**src/rtl/mem_stage_if.sv**
```systemverilog
// mem_stage_if: bundles the EX/MEM input, the data-memory port, the
// forwarding tap and the MEM/WB outputs of the LC-3b MEM stage.
//   slave  : the MEM stage itself
//   master : whatever drives the stage (EX/MEM register, memory, testbench)
interface mem_stage_if;
    logic        in_valid;
    logic [2:0]  in_op;
    logic [15:0] in_addr;
    logic [15:0] in_result;
    logic [15:0] in_store_data;
    logic [3:0]  in_destreg;
    logic        stall_o;
    logic        dmem_read;
    logic        dmem_write;
    logic [15:0] dmem_addr;
    logic [15:0] dmem_wdata;
    logic [1:0]  dmem_byte_en;
    logic [15:0] dmem_rdata;
    logic        dmem_resp;
    logic [3:0]  ex_fwd_destreg;
    logic [15:0] ex_fwd_data;
    logic        wb_valid;
    logic [3:0]  wb_destreg;
    logic [15:0] wb_data;

    modport slave (
        input  in_valid, in_op, in_addr, in_result, in_store_data, in_destreg,
        input  dmem_rdata, dmem_resp,
        output stall_o, dmem_read, dmem_write, dmem_addr, dmem_wdata, dmem_byte_en,
        output ex_fwd_destreg, ex_fwd_data,
        output wb_valid, wb_destreg, wb_data
    );

    modport master (
        output in_valid, in_op, in_addr, in_result, in_store_data, in_destreg,
        output dmem_rdata, dmem_resp,
        input  stall_o, dmem_read, dmem_write, dmem_addr, dmem_wdata, dmem_byte_en,
        input  ex_fwd_destreg, ex_fwd_data,
        input  wb_valid, wb_destreg, wb_data
    );
endinterface

```
**src/rtl/mem_stage.sv**
```systemverilog
// mem_stage: MEM pipeline stage of the LC-3b datapath.
// Performs LDR/STR/LDB/STB as one data-memory access and LDI/STI as two
// (pointer fetch, then the real access). Upstream is stalled until the
// access completes; the MEM/WB register captures the retiring result.
// Ports:
//   clk    system clock, all state on the rising edge
//   reset  synchronous active-high reset
//   bus    mem_stage_if.slave: EX/MEM inputs, data-memory port,
//          EX/MEM forwarding tap, MEM/WB outputs
//
// state | meaning
// IDLE  | first (or only) access of the instruction, or pass-through
// IND   | LDI/STI second access using the fetched pointer in ind_addr
module mem_stage #(
    parameter logic [3:0] NOREG = 4'b1000
) (
    input  logic       clk,
    input  logic       reset,
    mem_stage_if.slave bus
);
    typedef enum logic {IDLE = 1'b0, IND = 1'b1} state_t;

    localparam logic [2:0] OP_LDR = 3'd1;
    localparam logic [2:0] OP_STR = 3'd2;
    localparam logic [2:0] OP_LDB = 3'd3;
    localparam logic [2:0] OP_STB = 3'd4;
    localparam logic [2:0] OP_LDI = 3'd5;
    localparam logic [2:0] OP_STI = 3'd6;

    state_t      state, state_nxt;
    logic [15:0] ind_addr;
    logic        rd, wr, stall, ind_capture, complete;
    logic [15:0] addr, wdata;
    logic [1:0]  be;
    logic        is_none, is_store;
    logic [7:0]  ldb_byte;
    logic        wb_valid_q;
    logic [3:0]  wb_destreg_q;
    logic [15:0] wb_data_q;

    always_comb begin
        is_none  = !(bus.in_op inside {OP_LDR, OP_STR, OP_LDB, OP_STB, OP_LDI, OP_STI});
        is_store = (bus.in_op == OP_STR) || (bus.in_op == OP_STB) || (bus.in_op == OP_STI);
        ldb_byte = bus.in_addr[0] ? bus.dmem_rdata[15:8] : bus.dmem_rdata[7:0];
    end

    // Requests are Mealy: the response in the same cycle releases the stall.
    always_comb begin
        state_nxt   = state;
        rd          = 1'b0;
        wr          = 1'b0;
        addr        = 16'h0000;
        wdata       = 16'h0000;
        be          = 2'b00;
        stall       = 1'b0;
        ind_capture = 1'b0;
        if (!reset && bus.in_valid) begin
            case (state)
                IDLE: begin
                    case (bus.in_op)
                        OP_LDR, OP_LDB: begin
                            rd    = 1'b1;
                            addr  = {bus.in_addr[15:1], 1'b0};
                            stall = !bus.dmem_resp;
                        end
                        OP_STR: begin
                            wr    = 1'b1;
                            addr  = {bus.in_addr[15:1], 1'b0};
                            wdata = bus.in_store_data;
                            be    = 2'b11;
                            stall = !bus.dmem_resp;
                        end
                        OP_STB: begin
                            wr    = 1'b1;
                            addr  = {bus.in_addr[15:1], 1'b0};
                            wdata = {bus.in_store_data[7:0], bus.in_store_data[7:0]};
                            be    = bus.in_addr[0] ? 2'b10 : 2'b01;
                            stall = !bus.dmem_resp;
                        end
                        OP_LDI, OP_STI: begin
                            // pointer fetch never completes the instruction
                            rd    = 1'b1;
                            addr  = {bus.in_addr[15:1], 1'b0};
                            stall = 1'b1;
                            if (bus.dmem_resp) begin
                                ind_capture = 1'b1;
                                state_nxt   = IND;
                            end
                        end
                        default: ;
                    endcase
                end
                default: begin
                    case (bus.in_op)
                        OP_LDI: begin
                            rd    = 1'b1;
                            addr  = {ind_addr[15:1], 1'b0};
                            stall = !bus.dmem_resp;
                            if (bus.dmem_resp) state_nxt = IDLE;
                        end
                        OP_STI: begin
                            wr    = 1'b1;
                            addr  = {ind_addr[15:1], 1'b0};
                            wdata = bus.in_store_data;
                            be    = 2'b11;
                            stall = !bus.dmem_resp;
                            if (bus.dmem_resp) state_nxt = IDLE;
                        end
                        default: begin
                            // op changed under a stall: restart it from IDLE
                            stall     = 1'b1;
                            state_nxt = IDLE;
                        end
                    endcase
                end
            endcase
        end else if (!reset && state == IND) begin
            state_nxt = IDLE;
        end
    end

    assign complete = bus.in_valid && !stall && !reset;

    always_ff @(posedge clk) begin
        if (reset) begin
            state        <= IDLE;
            ind_addr     <= 16'h0000;
            wb_valid_q   <= 1'b0;
            wb_destreg_q <= NOREG;
            wb_data_q    <= 16'h0000;
        end else begin
            state      <= state_nxt;
            wb_valid_q <= complete;
            if (ind_capture) ind_addr <= bus.dmem_rdata;
            if (complete) begin
                wb_destreg_q <= is_store ? NOREG : bus.in_destreg;
                case (bus.in_op)
                    OP_LDR, OP_LDI:         wb_data_q <= bus.dmem_rdata;
                    OP_LDB:                 wb_data_q <= {{8{ldb_byte[7]}}, ldb_byte};
                    OP_STR, OP_STB, OP_STI: wb_data_q <= wb_data_q;
                    default:                wb_data_q <= bus.in_result;
                endcase
            end else begin
                wb_destreg_q <= NOREG;
            end
        end
    end

    assign bus.stall_o        = stall;
    assign bus.dmem_read      = rd;
    assign bus.dmem_write     = wr;
    assign bus.dmem_addr      = addr;
    assign bus.dmem_wdata     = wdata;
    assign bus.dmem_byte_en   = be;
    assign bus.ex_fwd_destreg = (bus.in_valid && is_none) ? bus.in_destreg : NOREG;
    assign bus.ex_fwd_data    = bus.in_result;
    assign bus.wb_valid       = wb_valid_q;
    assign bus.wb_destreg     = wb_destreg_q;
    assign bus.wb_data        = wb_data_q;
endmodule

```
**src/flat_wrapper.sv**
```systemverilog
// flat-port wrapper written by rule: the top's interface ports become plain ports
module mem_stage_flat 
#(
    parameter logic [3:0] NOREG = 4'b1000
)
  (clk, reset, bus_in_valid, bus_in_op, bus_in_addr, bus_in_result, bus_in_store_data, bus_in_destreg, bus_dmem_rdata, bus_dmem_resp, bus_stall_o, bus_dmem_read, bus_dmem_write, bus_dmem_addr, bus_dmem_wdata, bus_dmem_byte_en, bus_ex_fwd_destreg, bus_ex_fwd_data, bus_wb_valid, bus_wb_destreg, bus_wb_data);
  mem_stage_if bus_i ();
  input  logic clk;
  input  logic reset;
  input wire logic [$bits(bus_i.in_valid)-1:0] bus_in_valid;
  input wire logic [$bits(bus_i.in_op)-1:0] bus_in_op;
  input wire logic [$bits(bus_i.in_addr)-1:0] bus_in_addr;
  input wire logic [$bits(bus_i.in_result)-1:0] bus_in_result;
  input wire logic [$bits(bus_i.in_store_data)-1:0] bus_in_store_data;
  input wire logic [$bits(bus_i.in_destreg)-1:0] bus_in_destreg;
  input wire logic [$bits(bus_i.dmem_rdata)-1:0] bus_dmem_rdata;
  input wire logic [$bits(bus_i.dmem_resp)-1:0] bus_dmem_resp;
  output wire logic [$bits(bus_i.stall_o)-1:0] bus_stall_o;
  output wire logic [$bits(bus_i.dmem_read)-1:0] bus_dmem_read;
  output wire logic [$bits(bus_i.dmem_write)-1:0] bus_dmem_write;
  output wire logic [$bits(bus_i.dmem_addr)-1:0] bus_dmem_addr;
  output wire logic [$bits(bus_i.dmem_wdata)-1:0] bus_dmem_wdata;
  output wire logic [$bits(bus_i.dmem_byte_en)-1:0] bus_dmem_byte_en;
  output wire logic [$bits(bus_i.ex_fwd_destreg)-1:0] bus_ex_fwd_destreg;
  output wire logic [$bits(bus_i.ex_fwd_data)-1:0] bus_ex_fwd_data;
  output wire logic [$bits(bus_i.wb_valid)-1:0] bus_wb_valid;
  output wire logic [$bits(bus_i.wb_destreg)-1:0] bus_wb_destreg;
  output wire logic [$bits(bus_i.wb_data)-1:0] bus_wb_data;
  assign bus_i.in_valid = bus_in_valid;
  assign bus_i.in_op = bus_in_op;
  assign bus_i.in_addr = bus_in_addr;
  assign bus_i.in_result = bus_in_result;
  assign bus_i.in_store_data = bus_in_store_data;
  assign bus_i.in_destreg = bus_in_destreg;
  assign bus_i.dmem_rdata = bus_dmem_rdata;
  assign bus_i.dmem_resp = bus_dmem_resp;
  assign bus_stall_o = bus_i.stall_o;
  assign bus_dmem_read = bus_i.dmem_read;
  assign bus_dmem_write = bus_i.dmem_write;
  assign bus_dmem_addr = bus_i.dmem_addr;
  assign bus_dmem_wdata = bus_i.dmem_wdata;
  assign bus_dmem_byte_en = bus_i.dmem_byte_en;
  assign bus_ex_fwd_destreg = bus_i.ex_fwd_destreg;
  assign bus_ex_fwd_data = bus_i.ex_fwd_data;
  assign bus_wb_valid = bus_i.wb_valid;
  assign bus_wb_destreg = bus_i.wb_destreg;
  assign bus_wb_data = bus_i.wb_data;
  mem_stage #(.NOREG(NOREG)) u_core (.clk(clk), .reset(reset), .bus(bus_i));
endmodule
```
**config.mk**
```make
export PLATFORM = sky130hd
export DESIGN_NAME = mem_stage_flat
export DESIGN_NICKNAME = d
export VERILOG_FILES = /design/src/rtl/mem_stage_if.sv /design/src/rtl/mem_stage.sv /design/src/flat_wrapper.sv
export SDC_FILE = /design/constraint.sdc
export NUM_CORES = 1
export LEC_CHECK = 0
export ABC_AREA = 1
export BUFFER_PORTS_ARGS = -buffer_cell sky130_fd_sc_hd__buf_4
export CORE_ASPECT_RATIO = 0.75
export CORE_MARGIN = 3
export CORE_UTILIZATION = 41
export DETAILED_ROUTE_END_ITERATION = 8
export PLACE_DENSITY = 0.74
export SLEW_MARGIN = 5
export SYNTH_ARGS = -nofsm -noshare
export SYNTH_HDL_FRONTEND = slang
export SYNTH_SLANG_ARGS = --single-unit
```
**constraint.sdc**
```tcl
create_clock -name clk -period 1.8 [get_ports clk]
set_input_delay 0.27 -clock clk [delete_from_list [all_inputs] [get_ports clk]]
set_output_delay 0.27 -clock clk [all_outputs]
set_load 0.05 [all_outputs]
```
==> metrics <==
die area=8130 sq um; CTS tree=built; initial core utilization=0.4415; HP Class=in2reg; clock-pin slew on the worst setup and hold paths=0.07 ns; global route total overflow=0; sequential area share after synthesis=0.2554; Yosys warnings=0; RSZ-0062 raised after global routing=no; first-pass GRT wire length=14850 um; Inserted Diodes=0; row count=25; main combinational cell family by area after synthesis=simple AND/OR/NAND/NOR gates; H-tree depth=2; multiplexer share of the synthesized area=0; Compound-Gate Fraction of Synth Area=0.1484; synthesized net count=572; Synth top area share=0.2554; Worst setup EP type=output pin; Worst Setup Path Type=in2out; total clock sinks=37; Fin. Hold Viols=0; core area=6569 sq um; vias per cell=4.896; CTS Buf Count=5; P_sw=0.0009957 W; post-synthesis cell count=497; Final Cycle Share=0.9656; DR WL/cell=13.20 um; port bufs=151; Mean Syn Cell Area=5.836 sq um; Synth area leaders=dfxtp_1, inv_1, nand2_1; Clock Path Buffers=2; CP max FO=15; actual slew at the worst max-slew pin=0.5922 ns; VDD IR max=0.0003067 V; Fillers=564; Post-Layout Cell Count=724; maxcap violations=0; Sw Share=0.3914; crit path launch type=input port; Clk Latency, worst-skew pair=0.29 ns; die width=103.1 um; total I/O pin count=153; Vias=3545; antenna violations before repair=0; power share of the clock group=0.243; Final min period=1.738 ns; Post-DP Area=4303 sq um; most frequent cells in the layout=buf_4, inv_1, nand2_1, o21ai_0, nor2_1; Slew Viols, Final=0; cell accounting for the most synthesized area=dfxtp_1; Clock Skew=0.009278 ns; WL final=9554 um; DPL Wire Length=7605 um; combinational power share=0.418; worst endpoint required time=1.53 ns; placed insts=713; vias in the first global route=3304; most common cell after layout, fill and taps aside=buf_4; GRT Total Usage=0.2248; DRC=0; WP data arrival=1.47 ns; Cell Area, Synth=2900 sq um; final instance area=4547 sq um; total power divided by cell area=559.5 nW/um^2; Post-Synth XOR/XNOR Area=0; Hold Buf Count CTS=0; Distinct cells, synth=29; Layout Area Growth over Synthesis=56.77%; largest net degree at the start of global routing=32; Yosys reg bits=37; internal power=0.001548 W; adder-cell area share of the yosys netlist=0; initial drt markers=256; sequential power share=0.340; layout cells sized above 1=0.4215; LEAKAGE=2.393 nW; die height=78.84 um; root buffer cell=clkbuf_8; simple-gate share of the synthesized area=0.3503; # setup viols final=0; status=finished clean; final net count=717; Final GP Congestion=0.8290; Rel. slew slack=0.6048; remaining antenna violation count=0; Max Clock Freq=575.4 MHz; drt pass-1 iters=5
path summary, 6_finish.rpt:
kind / start / endpoint / slack (ns) / cells after the start
setup / recovery: bus_in_op[1] / bus_dmem_addr[3] / 0.06 / 10
hold / removal: bus_dmem_resp / u_core.state / 0.17 / 2
setup reg to reg: u_core.state / u_core.bus.wb_data[0] / 0.30 / 8
hold reg to reg: u_core.ind_addr[6] / u_core.ind_addr[6] / 0.46 / 2
state kept, by name, indices dropped and copies added, names as in the netlist:
name                   count
u_core.bus.wb_data        16
u_core.ind_addr           15
u_core.bus.wb_destreg      4
u_core.bus.wb_valid        1
u_core.state               1
critical path, stage by stage:
cell     delay [ns]
buf_4          0.14
inv_4          0.08
nand3_2        0.12
nand2_4        0.12
inv_2          0.07
buf_12         0.15
nor3_2         0.16
o21ai_0        0.10
inv_1          0.06
buf_4          0.19
logic make-up after synthesis:
logic type             after synthesis
buffers and inverters              163
DFF                                 37
AOI/OAI and AO/OA                   81
other                                1
and+or+nand+nor                    215
Yosys cell counts (all sizes together):
cell	n
a221oi	1
dfxtp	37
o31ai	1
nor3	15
o22ai	9
buf	26
nand4	16
conb	1
clkbuf	15
a21oi	24
nor2	66
o21ai	45
clkinv	3
nand3	16
inv	119
nand2	102
o32ai	1
power groups by stage:
| stage | clock (W) | sequential (W) | combinational, W |
|---|---|---|---|
| final | 0.000617 | 0.000864 | 0.00106 |
| after global routing | 0.000662 | 0.000868 | 0.00115 |
| after CTS | 0.000627 | 0.000864 | 0.00103 |
| after detailed placement | 0 | 0.000883 | 0.00102 |
| after global placement | 0 | 0.000883 | 0.00100 |
| after floorplan | 0 | 0.000966 | 0.000600 |
routing by layer:
| layer | global-route usage | wire length [um] | vias to the layer above |
|---|---|---|---|
| li1 | - | - | 1783 |
| met1 | 0.2895 | 4068 | 1594 |
| met2 | 0.3854 | 4527 | 153 |
| met3 | 0.04565 | 800 | 15 |
| met4 | 0.04916 | 158 | 0 |
| met5 | 0 | 0 | - |
timing repair:
item                                   in CTS  in global routing
setup endpoints to repair                  23                 25
endpoints found under the hold margin       0                  0
buffers inserted                            0                  2
pin swaps                                   0                  1
resized for setup                           8                 29
cloned                                      0                  1
through the flow:
| step | hold slack [ns] | power (W) | setup WS [ns] | utilization | TNS, ns |
|---|---|---|---|---|---|
| 4_1_cts | 0.1726 | 0.002523 | 0.004741 | 0.6733 | 0 |
| 3_5_place_dp | 0.4488 | 0.001905 | -0.06083 | 0.6550 | -0.4043 |
| 6_report | 0.1725 | 0.002544 | 0.06193 | 0.6922 | 0 |
| 5_1_grt | 0.1746 | 0.002675 | 0.0002917 | 0.6922 | 0 |
| 3_3_place_gp | 0.4430 | 0.001887 | -0.09000 | 0.6550 | -0.3035 |
| 2_1_floorplan | 0.3766 | 0.001566 | -0.2187 | - | -1.687 |
area by class of cell:
class	count	area, sq um	share of cell area
Clock buffer	6	82.58	0.01816
Multi-Input combinational cell	297	1683	0.3701
Tap cell	81	101.3	0.02229
Timing Repair Buffer	179	1434	0.3154
Sequential cell	37	742.0	0.1632
Inverter	122	490.5	0.1079
Clock inverter	2	13.76	0.003027
Power figures use the tool's default switching activity.
